--- src/rtl/uart_pkg.sv ---
// Shared UART definitions: default line parameters, receiver state encoding and
// baud-timing helpers. Used by uart_rx and uart_tx.
package uart_pkg;

   localparam int UART_DATA_WIDTH = 8;
   localparam int UART_BAUD_RATE  = 115200;
   localparam int UART_CLK_FREQ   = 100_000_000;

   typedef enum logic [2:0] {
      IDLE,
      START,
      DATA,
      PARITY,
      STOP
   } rx_state_t;

   function automatic int pulse_width(input int clk_freq, input int baud_rate);
      return clk_freq / baud_rate;
   endfunction

   function automatic int half_pulse_width(input int pw);
      return pw / 2;
   endfunction

endpackage

--- src/rtl/uart_rx_sync.sv ---
// Line conditioning for uart_rx: 2-FF synchroniser, previous-sample register and
// falling-edge detector; every line stage resets to the idle (high) level.
module uart_rx_sync (
   input  logic clk,
   input  logic rstn,
   input  logic rx_sig,
   output logic sync_out,
   output logic fall_edge
);

   logic       meta_q;
   logic       sync_q;
   logic       prev_q;
   logic [1:0] fill_q;
   logic       armed_q;

   // Edges count only after a genuine high has crossed the synchroniser, so a line
   // already low when reset releases cannot masquerade as a start bit.
   always_ff @(posedge clk or negedge rstn) begin
      if (!rstn) begin
         meta_q  <= 1'b1;
         sync_q  <= 1'b1;
         prev_q  <= 1'b1;
         fill_q  <= 2'b00;
         armed_q <= 1'b0;
      end else begin
         meta_q  <= rx_sig;
         sync_q  <= meta_q;
         prev_q  <= sync_q;
         fill_q  <= {fill_q[0], 1'b1};
         armed_q <= armed_q | (fill_q[1] & sync_q);
      end
   end

   assign sync_out  = sync_q;
   assign fall_edge = armed_q & prev_q & ~sync_q;

endmodule

--- src/rtl/uart_rx.sv ---
// uart_rx: serial receiver with bit-centre sampling and a one-word valid/ready
// holding register. Define UART_RX_PARITY_EN for 8E1 frames and the parity_err port.
module uart_rx
   import uart_pkg::*;
#(
   parameter int DATA_WIDTH = UART_DATA_WIDTH,
   parameter int BAUD_RATE  = UART_BAUD_RATE,
   parameter int CLK_FREQ   = UART_CLK_FREQ
) (
   input  logic                  clk,
   input  logic                  rstn,
   input  logic                  rx_sig,
   output logic [DATA_WIDTH-1:0] data_to_sink,
   output logic                  valid_to_sink,
   input  logic                  ready_from_sink,
   output logic                  frame_err,
   output logic                  overrun_err
`ifdef UART_RX_PARITY_EN
   ,
   output logic                  parity_err
`endif
);

   localparam int PULSE_WIDTH      = pulse_width(CLK_FREQ, BAUD_RATE);
   localparam int HALF_PULSE_WIDTH = half_pulse_width(PULSE_WIDTH);
   localparam int LB_DATA_WIDTH    = $clog2(DATA_WIDTH);
   localparam int LB_PULSE_WIDTH   = $clog2(PULSE_WIDTH);
   localparam int CNT_W            = LB_PULSE_WIDTH + 1;

   localparam logic [CNT_W-1:0]         CNT_FULL = CNT_W'(PULSE_WIDTH - 1);
   localparam logic [CNT_W-1:0]         CNT_HALF = CNT_W'(HALF_PULSE_WIDTH - 1);
   localparam logic [LB_DATA_WIDTH-1:0] LAST_BIT = LB_DATA_WIDTH'(DATA_WIDTH - 1);

`ifdef UART_RX_PARITY_EN
   localparam rx_state_t AFTER_DATA = PARITY;
`else
   localparam rx_state_t AFTER_DATA = STOP;
`endif

   logic rx_s;
   logic fall_edge;

   rx_state_t               state_q, state_d;
   logic [CNT_W-1:0]        clk_cnt_q, clk_cnt_d;
   logic [LB_DATA_WIDTH-1:0] bit_cnt_q, bit_cnt_d;
   logic [DATA_WIDTH-1:0]   shift_q, shift_d;
   logic [DATA_WIDTH-1:0]   data_q, data_d;
   logic                    valid_q, valid_d;
   logic                    frame_err_q, frame_err_d;
   logic                    overrun_err_q, overrun_err_d;
   logic                    handshake;
   logic                    cnt_zero;
   logic                    word_ok;
`ifdef UART_RX_PARITY_EN
   logic                    par_bad_q, par_bad_d;
   logic                    parity_err_q, parity_err_d;
`endif

   uart_rx_sync u_sync (
      .clk       (clk),
      .rstn      (rstn),
      .rx_sig    (rx_sig),
      .sync_out  (rx_s),
      .fall_edge (fall_edge)
   );

   assign handshake = valid_q & ready_from_sink;
   assign cnt_zero  = (clk_cnt_q == '0);

   always_ff @(posedge clk or negedge rstn) begin
      if (!rstn) begin
         state_q       <= IDLE;
         clk_cnt_q     <= '0;
         bit_cnt_q     <= '0;
         shift_q       <= '0;
         data_q        <= '0;
         valid_q       <= 1'b0;
         frame_err_q   <= 1'b0;
         overrun_err_q <= 1'b0;
`ifdef UART_RX_PARITY_EN
         par_bad_q     <= 1'b0;
         parity_err_q  <= 1'b0;
`endif
      end else begin
         state_q       <= state_d;
         clk_cnt_q     <= clk_cnt_d;
         bit_cnt_q     <= bit_cnt_d;
         shift_q       <= shift_d;
         data_q        <= data_d;
         valid_q       <= valid_d;
         frame_err_q   <= frame_err_d;
         overrun_err_q <= overrun_err_d;
`ifdef UART_RX_PARITY_EN
         par_bad_q     <= par_bad_d;
         parity_err_q  <= parity_err_d;
`endif
      end
   end

   always_comb begin
      state_d       = state_q;
      clk_cnt_d     = clk_cnt_q;
      bit_cnt_d     = bit_cnt_q;
      shift_d       = shift_q;
      data_d        = data_q;
      valid_d       = valid_q & ~handshake;
      frame_err_d   = 1'b0;
      overrun_err_d = 1'b0;
      word_ok       = 1'b0;
`ifdef UART_RX_PARITY_EN
      par_bad_d     = par_bad_q;
      parity_err_d  = 1'b0;
`endif

      // Every state but IDLE times a bit; the case below only acts on expiry.
      if (state_q != IDLE && !cnt_zero)
         clk_cnt_d = clk_cnt_q - 1'b1;

      case (state_q)
         IDLE: begin
            if (fall_edge) begin
               clk_cnt_d = CNT_HALF;
               state_d   = START;
            end
         end
         START: begin
            if (cnt_zero) begin
               if (!rx_s) begin
                  clk_cnt_d = CNT_FULL;
                  bit_cnt_d = '0;
                  state_d   = DATA;
               end else begin
                  state_d   = IDLE;
               end
            end
         end
         DATA: begin
            if (cnt_zero) begin
               shift_d[bit_cnt_q] = rx_s;
               clk_cnt_d          = CNT_FULL;
               if (bit_cnt_q == LAST_BIT)
                  state_d = AFTER_DATA;
               else
                  bit_cnt_d = bit_cnt_q + 1'b1;
            end
         end
`ifdef UART_RX_PARITY_EN
         PARITY: begin
            if (cnt_zero) begin
               par_bad_d = rx_s ^ (^shift_q);
               clk_cnt_d = CNT_FULL;
               state_d   = STOP;
            end
         end
`endif
         STOP: begin
            if (cnt_zero) begin
               state_d     = IDLE;
               frame_err_d = ~rx_s;
`ifdef UART_RX_PARITY_EN
               parity_err_d = par_bad_q;
               word_ok      = rx_s & ~par_bad_q;
`else
               word_ok      = rx_s;
`endif
               // A handshake this cycle frees the holding register for the new word.
               if (word_ok) begin
                  if (!valid_q || handshake) begin
                     data_d  = shift_q;
                     valid_d = 1'b1;
                  end else begin
                     overrun_err_d = 1'b1;
                  end
               end
            end
         end
         default: state_d = IDLE;
      endcase
   end

   assign data_to_sink  = data_q;
   assign valid_to_sink = valid_q;
   assign frame_err     = frame_err_q;
   assign overrun_err   = overrun_err_q;
`ifdef UART_RX_PARITY_EN
   assign parity_err    = parity_err_q;
`endif

endmodule

--- config.mk ---
export PLATFORM = sky130hd
export DESIGN_NAME = uart_rx
export DESIGN_NICKNAME = d
export VERILOG_FILES = /design/src/rtl/uart_pkg.sv /design/src/rtl/uart_rx_sync.sv /design/src/rtl/uart_rx.sv
export SDC_FILE = /design/constraint.sdc
export NUM_CORES = 1
export LEC_CHECK = 0
export CORE_MARGIN = 2
export CORE_UTILIZATION = 51
export DETAILED_ROUTE_END_ITERATION = 8
export GPL_ROUTABILITY_DRIVEN = 1
export MAX_ROUTING_LAYER = met4
export PLACE_DENSITY = 0.74
export SLEW_MARGIN = 20
export SYNTH_ARGS = -nofsm -noshare
export SYNTH_HDL_FRONTEND = slang
export SYNTH_SLANG_ARGS = --single-unit
--- constraint.sdc ---
create_clock -name clk -period 2.1 [get_ports clk]
set_input_delay 0.42 -clock clk [delete_from_list [all_inputs] [get_ports clk]]
set_output_delay 0.42 -clock clk [all_outputs]
set_load 0.1 [all_outputs]
After elaboration in Yosys (flattened, before gate mapping) --
Cells that the tools add are included.
Storage, ports and cells: register bits after elaboration 42, latch bits 0, RAM bits 0, ROM bits 0, input port bits 4, word-level logic and storage cells 80, memories 0
Cells by class: add/subtract/negate cells 2, $mul 0, div/mod/pow operators 0, order comparisons 2, eq/ne operators 11, shifts and indexed selects 0, muxes and demuxes 31, bitwise gates (word level) 8, reductions and logical operators 13
Operator list (count):
- $mux 11 | 5
- $pmux 11 s3 | 1
- $mux 3 | 9
- $ne 2x2->1 const B | 7
- $pmux 3 s4 | 1
- $logic_not 11->1 | 1
- $mux 1 | 11
- $sub 11x1->11 const B | 1
- $reduce_and 5->1 | 2
- $bwmux 8 | 1
- $eq 3x3->1 const B | 2
- $pmux 3 s2 | 1
- $and 1x1->1 | 5
- $lt 3x4->1 const B | 1
- $reduce_and 4->1 | 1
- $add 3x1->3 const B | 1
- $demux 1 s3 | 1
- $eq 3x1->1 const B | 1
- $eq 3x2->1 const B | 1
- $ge 3x1->1 const B | 1
- $logic_not 3->1 | 1
- $reduce_bool 3->1 | 1
- $logic_and 1x1->1 | 2
- $logic_not 1->1 | 2
- 6 further kinds | 7

Logic depth before layout (Yosys ltp) --
Gate-level depths: netlist of the first run.
depth in word-level cells 7, depth in mapped cells 8

Modules after synthesis --
A second synthesis of the first run with hierarchy kept.
Second synthesis, totals: cell total of the unflattened synthesis 170, area total of the unflattened synthesis 2009.4 um^2
Modules (own cells, without submodules):
- uart_rx | instances 1, cells each 161, area an instance 1834.3 um^2, seq. area each 900.9 um^2
- uart_rx_sync | instances 1, cells each 9, area an instance 175.2 um^2, seq. area each 153.9 um^2

Least setup slack after synthesis of the first run --
No wires, ideal clock.
kind reg2reg, from register clk_cnt_q[6], to register data_q[0], in the netlist data_to_sink[0], arrival time 1966 ps, required time 1975 ps, setup slack 9 ps, cell stages (with the launch flop) 6, period minus slack after synthesis 2091 ps, cells stage by stage dfrtp_1 or4_4 nor3_2 nand3b_1 nor3b_4 mux2_2
On the way: longest elaborated chain between the ends 2
RTL lines:
- start, declared | RTL line uart_rx.sv:44 | logic [CNT_W-1:0] clk_cnt_q, clk_cnt_d;
- start signal, assigned | RTL line uart_rx.sv:86 | clk_cnt_q <= clk_cnt_d;
- $logic_not 11->1 | RTL line uart_rx.sv:68 | assign cnt_zero = (clk_cnt_q == '0);
- $reduce_and 4->1 (no line)
- end signal, assigned | RTL line uart_rx.sv:89 | data_q <= data_d;
- end, declared | RTL line uart_rx.sv:47 | logic [DATA_WIDTH-1:0] data_q, data_d;
Every way passes these cells. A chain may end at the register's enable or synchronous reset.

Worst setup path in the final report of the first run --
from register clk_cnt_q[4], to register data_q[7], in the netlist data_to_sink[7]
The elaborated chain is that of the path after synthesis.

==> flow_summary.json, run 1 <==
{
  "run_status": "complete, but fails checks",
  "layout.nets": 213,
  "synthFlopType": "dfrtp_1",
  "peakVddDrop_mv": 0.572,
  "root_buffer": "clkbuf_8",
  "slowest_delay_ns": 0.59,
  "antenna_found_initial": 0,
  "grt_max_degree": 23,
  "worst-slew-pin-transition_ns": 0.501,
  "grt_pass1_vias": 1487,
  "setup_violations": 12,
  "avgSynthCellArea_um2": 11.1,
  "final-hold-violation-count": 0,
  "final_area_um2": 2440,
  "endpoint_kind": "register",
  "synthCells": 172,
  "yosys-top-cells-count": "dfrtp_1, mux2_2, nand2_1, nor2_1, nand3_1",
  "antenna_left": 0,
  "yosysTopAreaCell": "dfrtp_1",
  "initial_core_util": 0.527,
  "relSlewSlack": 0.666,
  "synth_area_um2": 1920,
  "cap_violations": 0,
  "critical_path_buf_inv_count": 1,
  "syn_to_final_growth_pct": 27.2,
  "cts_tree": "yes",
  "clock.fmax_mhz": 459,
  "criticalPathCategory": "reg2reg",
  "ys_top_cells_by_area": "dfrtp_1, mux2_2, dfstp_2",
  "setup_tns_ns": -0.746,
  "finalClockSkew_ns": 0.00556,
  "slowest_stage": "or4_4",
  "slew_violations": 0,
  "ys_seq_area_frac": 0.551,
  "rsz0062_at_grt": "yes",
  "die_h_um": 65.3,
  "yosys_warnings": 0,
  "p_leak_nw": 1.10,
  "dpl-instance-area_um2": 2190,
  "cp_top_family": "simple AND/OR/NAND/NOR gates",
  "place_congestion": 0.937,
  "pwr_density_cell_nw_per_um2": 915,
  "yosysUniqueCellTypes": 36,
  "gr-total-overflow": 0,
  "power_mw": 2.23,
  "drive_above_1_share": 0.345,
  "fin_crit_sh": 1.04,
  "grtUsageTotal": 0.231,
  "ys_ff_latch": 42,
  "whs_ns": 0.0796,
  "synthArstFlopShare": 1.00,
  "vias_per_cell": 5.80,
  "clockBufferDepth": 2,
  "fp-row-count": 22,
  "min_path_type": "in2async",
  "io_pins": 15,
  "start_kind": "register",
  "drt_first_pass_iters": 4,
  "period_minus_slack_ns": 2.18,
  "synth_edf_count": 0,
  "clock-sinks": 42,
  "cts_hold_buf": 0,
  "critPathMaxFanout": 8,
  "route.detailed.drc": 0,
  "antenna_cells": 0,
  "grt_pass1_wl_um": 7060,
  "vias": 1473,
  "setup_ws_ns": -0.0803,
  "layout.cells.non_filler": 254,
  "crit_chain": "or4_4 > nor3_4 > nand3b_1 > nor3b_4 > buf_12 > mux2_4",
  "dr.first_iter.drc_count": 86,
  "cts_buffers": 5,
  "dieArea_um2": 4260,
  "synth.most_common_cell": "dfrtp_1",
  "io_buffers": 14,
  "routed_wl_um": 4210,
  "synth_top_area_share": 0.509,
  "htreeDepth": 2,
  "wl_per_cell_um": 16.6,
  "arrival_ns": 2.37,
  "fp.dieW_um": 65.3,
  "violations": "negative setup slack",
  "required_ns": 2.29,
  "dp.cells": 242,
  "clk_pin_slew_ns": 0.08,
  "insertion_delay_ns": 0.30,
  "core-area_um2": 3630,
  "syn_nets": 180,
  "hpwl_um": 2850
}
[kinds of logic (layout without fill, tap and decap cells)]
family,Yosys count,count (layout),synth area share
adder cells (fa/ha/maj),4,4,0.0261
other,1,1,0.00196
buffers and inverters,11,45,0.0216
multiplexers,18,18,0.105
AND/OR/NAND/NOR,77,77,0.225
AO/OA/AOI/OAI,13,13,0.0425
XOR/XNOR,6,6,0.0274
flip-flops,42,42,0.551
[flip-flops by register name, indices dropped and copies added (netlist names), 2 cells and up]
register	flops
clk_cnt_q	11
data_to_sink	8
shift_q	8
bit_cnt_q	3
state_q	3
u_sync.fill_q	2
[area by class of cell]
cell class	instances	area [um^2]
clock buffers	6	72.6
multi-input cells	119	926
fillers	284	1200
flip-flops and latches	42	1050
clock inverters	2	37.5
inverters	5	18.8
repair buffers	32	268
well taps	48	60.1
[power breakdown]
| group | total [mW] | internal, mW | switching (mW) |
|---|---|---|---|
| Combinational | 0.598 | 0.273 | 0.325 |
| Clock | 0.632 | 0.354 | 0.277 |
| Sequential | 1.00 | 0.908 | 0.0926 |
| Total | 2.23 | 1.54 | 0.694 |
[what timing repair did]
item,CTS,global route
setup endpoints to repair,15,15
resized for setup,15,8
setup buffers,3,1
cloned,0,0
pin swaps,7,3
[layer usage]
layer | global-route usage | up-vias | wire [um]
li1 | - | 673 | -
met4 | 0.0833 | 0 | 63
met3 | 0.0514 | 8 | 216
met5 | - | - | 0
met1 | 0.282 | 746 | 1750
met2 | 0.379 | 46 | 2190
[placed cells by master (no fill, tap or decap), types with 3 or more instances in the layout]
cell type	count
dfrtp_1	39
buf_4	27
nand2_1	15
nor2_1	13
mux2_4	12
nand3_1	10
inv_1	5
nor3_1	5
a21oi_1	5
mux2_2	5
clkbuf_8	5
nand4_1	4
nand2b_1	4
nor4_2	4
ha_1	4
or3_1	3
xnor2_1	3
xor2_1	3
o21ai_0	3
dfstp_2	3
[through the flow]
stage               setup WS, ns  utilization
finish                   -0.0803        0.671
global route              -0.138        0.671
CTS                      -0.0555        0.658
detailed placement        -0.143        0.603
global placement         -0.0112        0.603
floorplan                0.00895            -
[worst paths after layout]
check,start,to,slack (ns),cells past startpoint
min,rstn,clk_cnt_q[7]$_DFF_PN0_,0.08,1
max reg2reg,clk_cnt_q[4]$_DFF_PN0_,data_to_sink[7]$_DFFE_PN0P_,-0.08,6
max,clk_cnt_q[4]$_DFF_PN0_,data_to_sink[7]$_DFFE_PN0P_,-0.08,6
max in group asynchronous,rstn,u_sync.sync_out$_DFF_PN1_,1.45,2
min in group clk,u_sync.fill_q[0]$_DFF_PN0_,u_sync.fill_q[1]$_DFF_PN0_,0.36,0
min reg2reg,u_sync.fill_q[0]$_DFF_PN0_,u_sync.fill_q[1]$_DFF_PN0_,0.36,0
Power figures use the tool's default switching activity.
==> run 2: changes to the inputs <==
--- a/config.mk
+++ b/config.mk
@@ -5,10 +5,12 @@
 export SDC_FILE = /design/constraint.sdc
 export NUM_CORES = 1
 export LEC_CHECK = 0
+export CORE_ASPECT_RATIO = 0.7
 export CORE_MARGIN = 2
 export CORE_UTILIZATION = 51
 export DETAILED_ROUTE_END_ITERATION = 8
 export GPL_ROUTABILITY_DRIVEN = 1
+export HOLD_SLACK_MARGIN = 0.12
 export MAX_ROUTING_LAYER = met4
 export PLACE_DENSITY = 0.74
 export SLEW_MARGIN = 20
==> run 2 against run 1 <==
The flow still finishes with violations (negative setup slack); first-iteration DRC count increased by 83%; sequential power barely moved; clock skew rose by 0.0056 ns; routed wire length grew 3.0%; register-to-register slack improved by 0.03 ns; sequential cell count unchanged; worst hold slack improved by 0.096 ns; via count down 1.3%.
==> flow_summary.json, run 2 (synthesis gave the netlist of run 1 again) <==
{
  "run_status": "complete, but fails checks",
  "violations": "negative setup slack",
  "slew_violations": 0,
  "clock.fmax_mhz": 464,
  "grt_max_degree": 43,
  "htreeDepth": 2,
  "period_minus_slack_ns": 2.15,
  "layout.nets": 219,
  "relSlewSlack": 0.652,
  "grt_pass1_vias": 1496,
  "layout_commonest_cell": "dfrtp_1",
  "routed_wl_um": 4340,
  "fp.dieW_um": 77.3,
  "regMostFlops": "clk_cnt_q",
  "start_kind": "register",
  "antenna_cells": 0,
  "p_leak_nw": 1.12,
  "dieArea_um2": 4270,
  "antenna_left": 0,
  "drt_first_pass_iters": 4,
  "drive_above_1_share": 0.373,
  "fin_util": 0.699,
  "wl_per_cell_um": 16.5,
  "largest_reg_flops": 11,
  "root_buffer": "clkbuf_8",
  "initial_core_util": 0.538,
  "finalClockSkew_ns": 0.0111,
  "place_congestion": 0.912,
  "die_h_um": 55.3,
  "grt_pass1_wl_um": 7410,
  "layout.cells.non_filler": 262,
  "ff2ff_setup_slack_ns": -0.05,
  "regToRegEndpoint": "data_to_sink[5]$_DFFE_PN0P_",
  "clockBufferDepth": 2,
  "dr.first_iter.drc_count": 157,
  "rsz0062_at_grt": "yes",
  "antenna_found_initial": 0,
  "grtUsageTotal": 0.233,
  "required_ns": 2.28,
  "core-area_um2": 3560,
  "peakVddDrop_mv": 0.678,
  "dp.cells": 250,
  "route.detailed.drc": 0,
  "critPathMaxFanout": 8,
  "dp_worst_setup_slack_ns": -0.224,
  "setup_tns_ns": -0.294,
  "clk_pin_slew_ns": 0.08,
  "hpwl_um": 2900,
  "worst-slew-pin-transition_ns": 0.522,
  "endpoint_kind": "register",
  "vias_per_cell": 5.55,
  "syn_to_final_growth_pct": 29.9,
  "io_pins": 15,
  "cap_violations": 0,
  "pwr_density_cell_nw_per_um2": 917,
  "criticalPathCategory": "reg2reg",
  "gr-total-overflow": 0,
  "setup_violations": 8,
  "cts_buffers": 5,
  "setup_ws_ns": -0.0535,
  "layout_common_cells": "dfrtp_1, buf_4, nand2_1",
  "arrival_ns": 2.33,
  "insertion_delay_ns": 0.30,
  "min_path_type": "in2async",
  "clock-sinks": 42,
  "reg2reg_depth": 6,
  "final-hold-violation-count": 0,
  "r2r-start": "clk_cnt_q[6]$_DFF_PN0_",
  "vias": 1454,
  "fp-row-count": 18,
  "io_buffers": 14,
  "fin_crit_sh": 1.03,
  "cts_tree": "yes"
}
[run 2: through the flow]
step	instance area [um^2]	total power, mW	hold slack [ns]
after floorplan	1920	1.35	0.124
after global placement	2230	1.57	0.345
after detailed placement	2230	1.59	0.336
after CTS	2410	2.24	0.185
after global routing	2490	2.41	0.202
final	2490	2.28	0.175
[run 2: what timing repair did]
action,CTS,global route
pin swaps,6,5
hold buffers,0,0
resized for setup,14,12
setup endpoints to repair,18,22
buffers inserted,1,3
[run 2: layer usage]
| metal | routed length (um) | vias up | track usage |
|---|---|---|---|
| li1 | - | 685 | - |
| met1 | 2040 | 718 | 0.324 |
| met2 | 2010 | 44 | 0.327 |
| met3 | 241 | 7 | 0.0784 |
| met4 | 44 | 0 | 0.0689 |
| met5 | 0 | - | - |
[run 2: area by class of cell]
class,instances,area [um^2]
Tap cell,50,62.6
Clock inverter,3,40.0
Clock buffer,5,68.8
Timing Repair Buffer,38,300
Inverter,5,18.8
Multi-Input combinational cell,119,942
Fill cell,276,1070
Sequential cell,42,1050
[run 2: worst max-delay path by stage]
stage                                        to              startpoint  slack [ns]
global placement         shift_q[2]$_DFFE_PN0P_  clk_cnt_q[1]$_DFF_PN0_       -0.12
global route        data_to_sink[5]$_DFFE_PN0P_  clk_cnt_q[6]$_DFF_PN0_       -0.12
CTS                      shift_q[3]$_DFFE_PN0P_  clk_cnt_q[4]$_DFF_PN0_       -0.06
detailed placement       shift_q[1]$_DFFE_PN0P_  clk_cnt_q[6]$_DFF_PN0_       -0.22
finish              data_to_sink[5]$_DFFE_PN0P_  clk_cnt_q[6]$_DFF_PN0_       -0.05
floorplan           data_to_sink[0]$_DFFE_PN0P_  clk_cnt_q[6]$_DFF_PN0_       0.009
[run 2: critical path, cell delays in order (launching register included)]
cell and delay (ns):
dfrtp_1 0.39, or4_4 0.58, nor3_2 0.18, nand3b_1 0.15, nor3b_4 0.25, buf_12 0.17
mux2_4 0.31
[run 2: power by group]
group          internal [mW]  leakage [nW]  switching [mW]
clock                  0.350        0.0579           0.280
combinational          0.310         0.520           0.350
sequential             0.908         0.539          0.0825
==> run 3: changes to the inputs <==
--- a/config.mk
+++ b/config.mk
@@ -9,7 +9,6 @@
 export CORE_MARGIN = 2
 export CORE_UTILIZATION = 51
 export DETAILED_ROUTE_END_ITERATION = 8
-export GPL_ROUTABILITY_DRIVEN = 1
 export HOLD_SLACK_MARGIN = 0.12
 export MAX_ROUTING_LAYER = met4
 export PLACE_DENSITY = 0.74
==> results of run 3 <==
The final DEF is identical to that of run 2; final timing and power are the same.
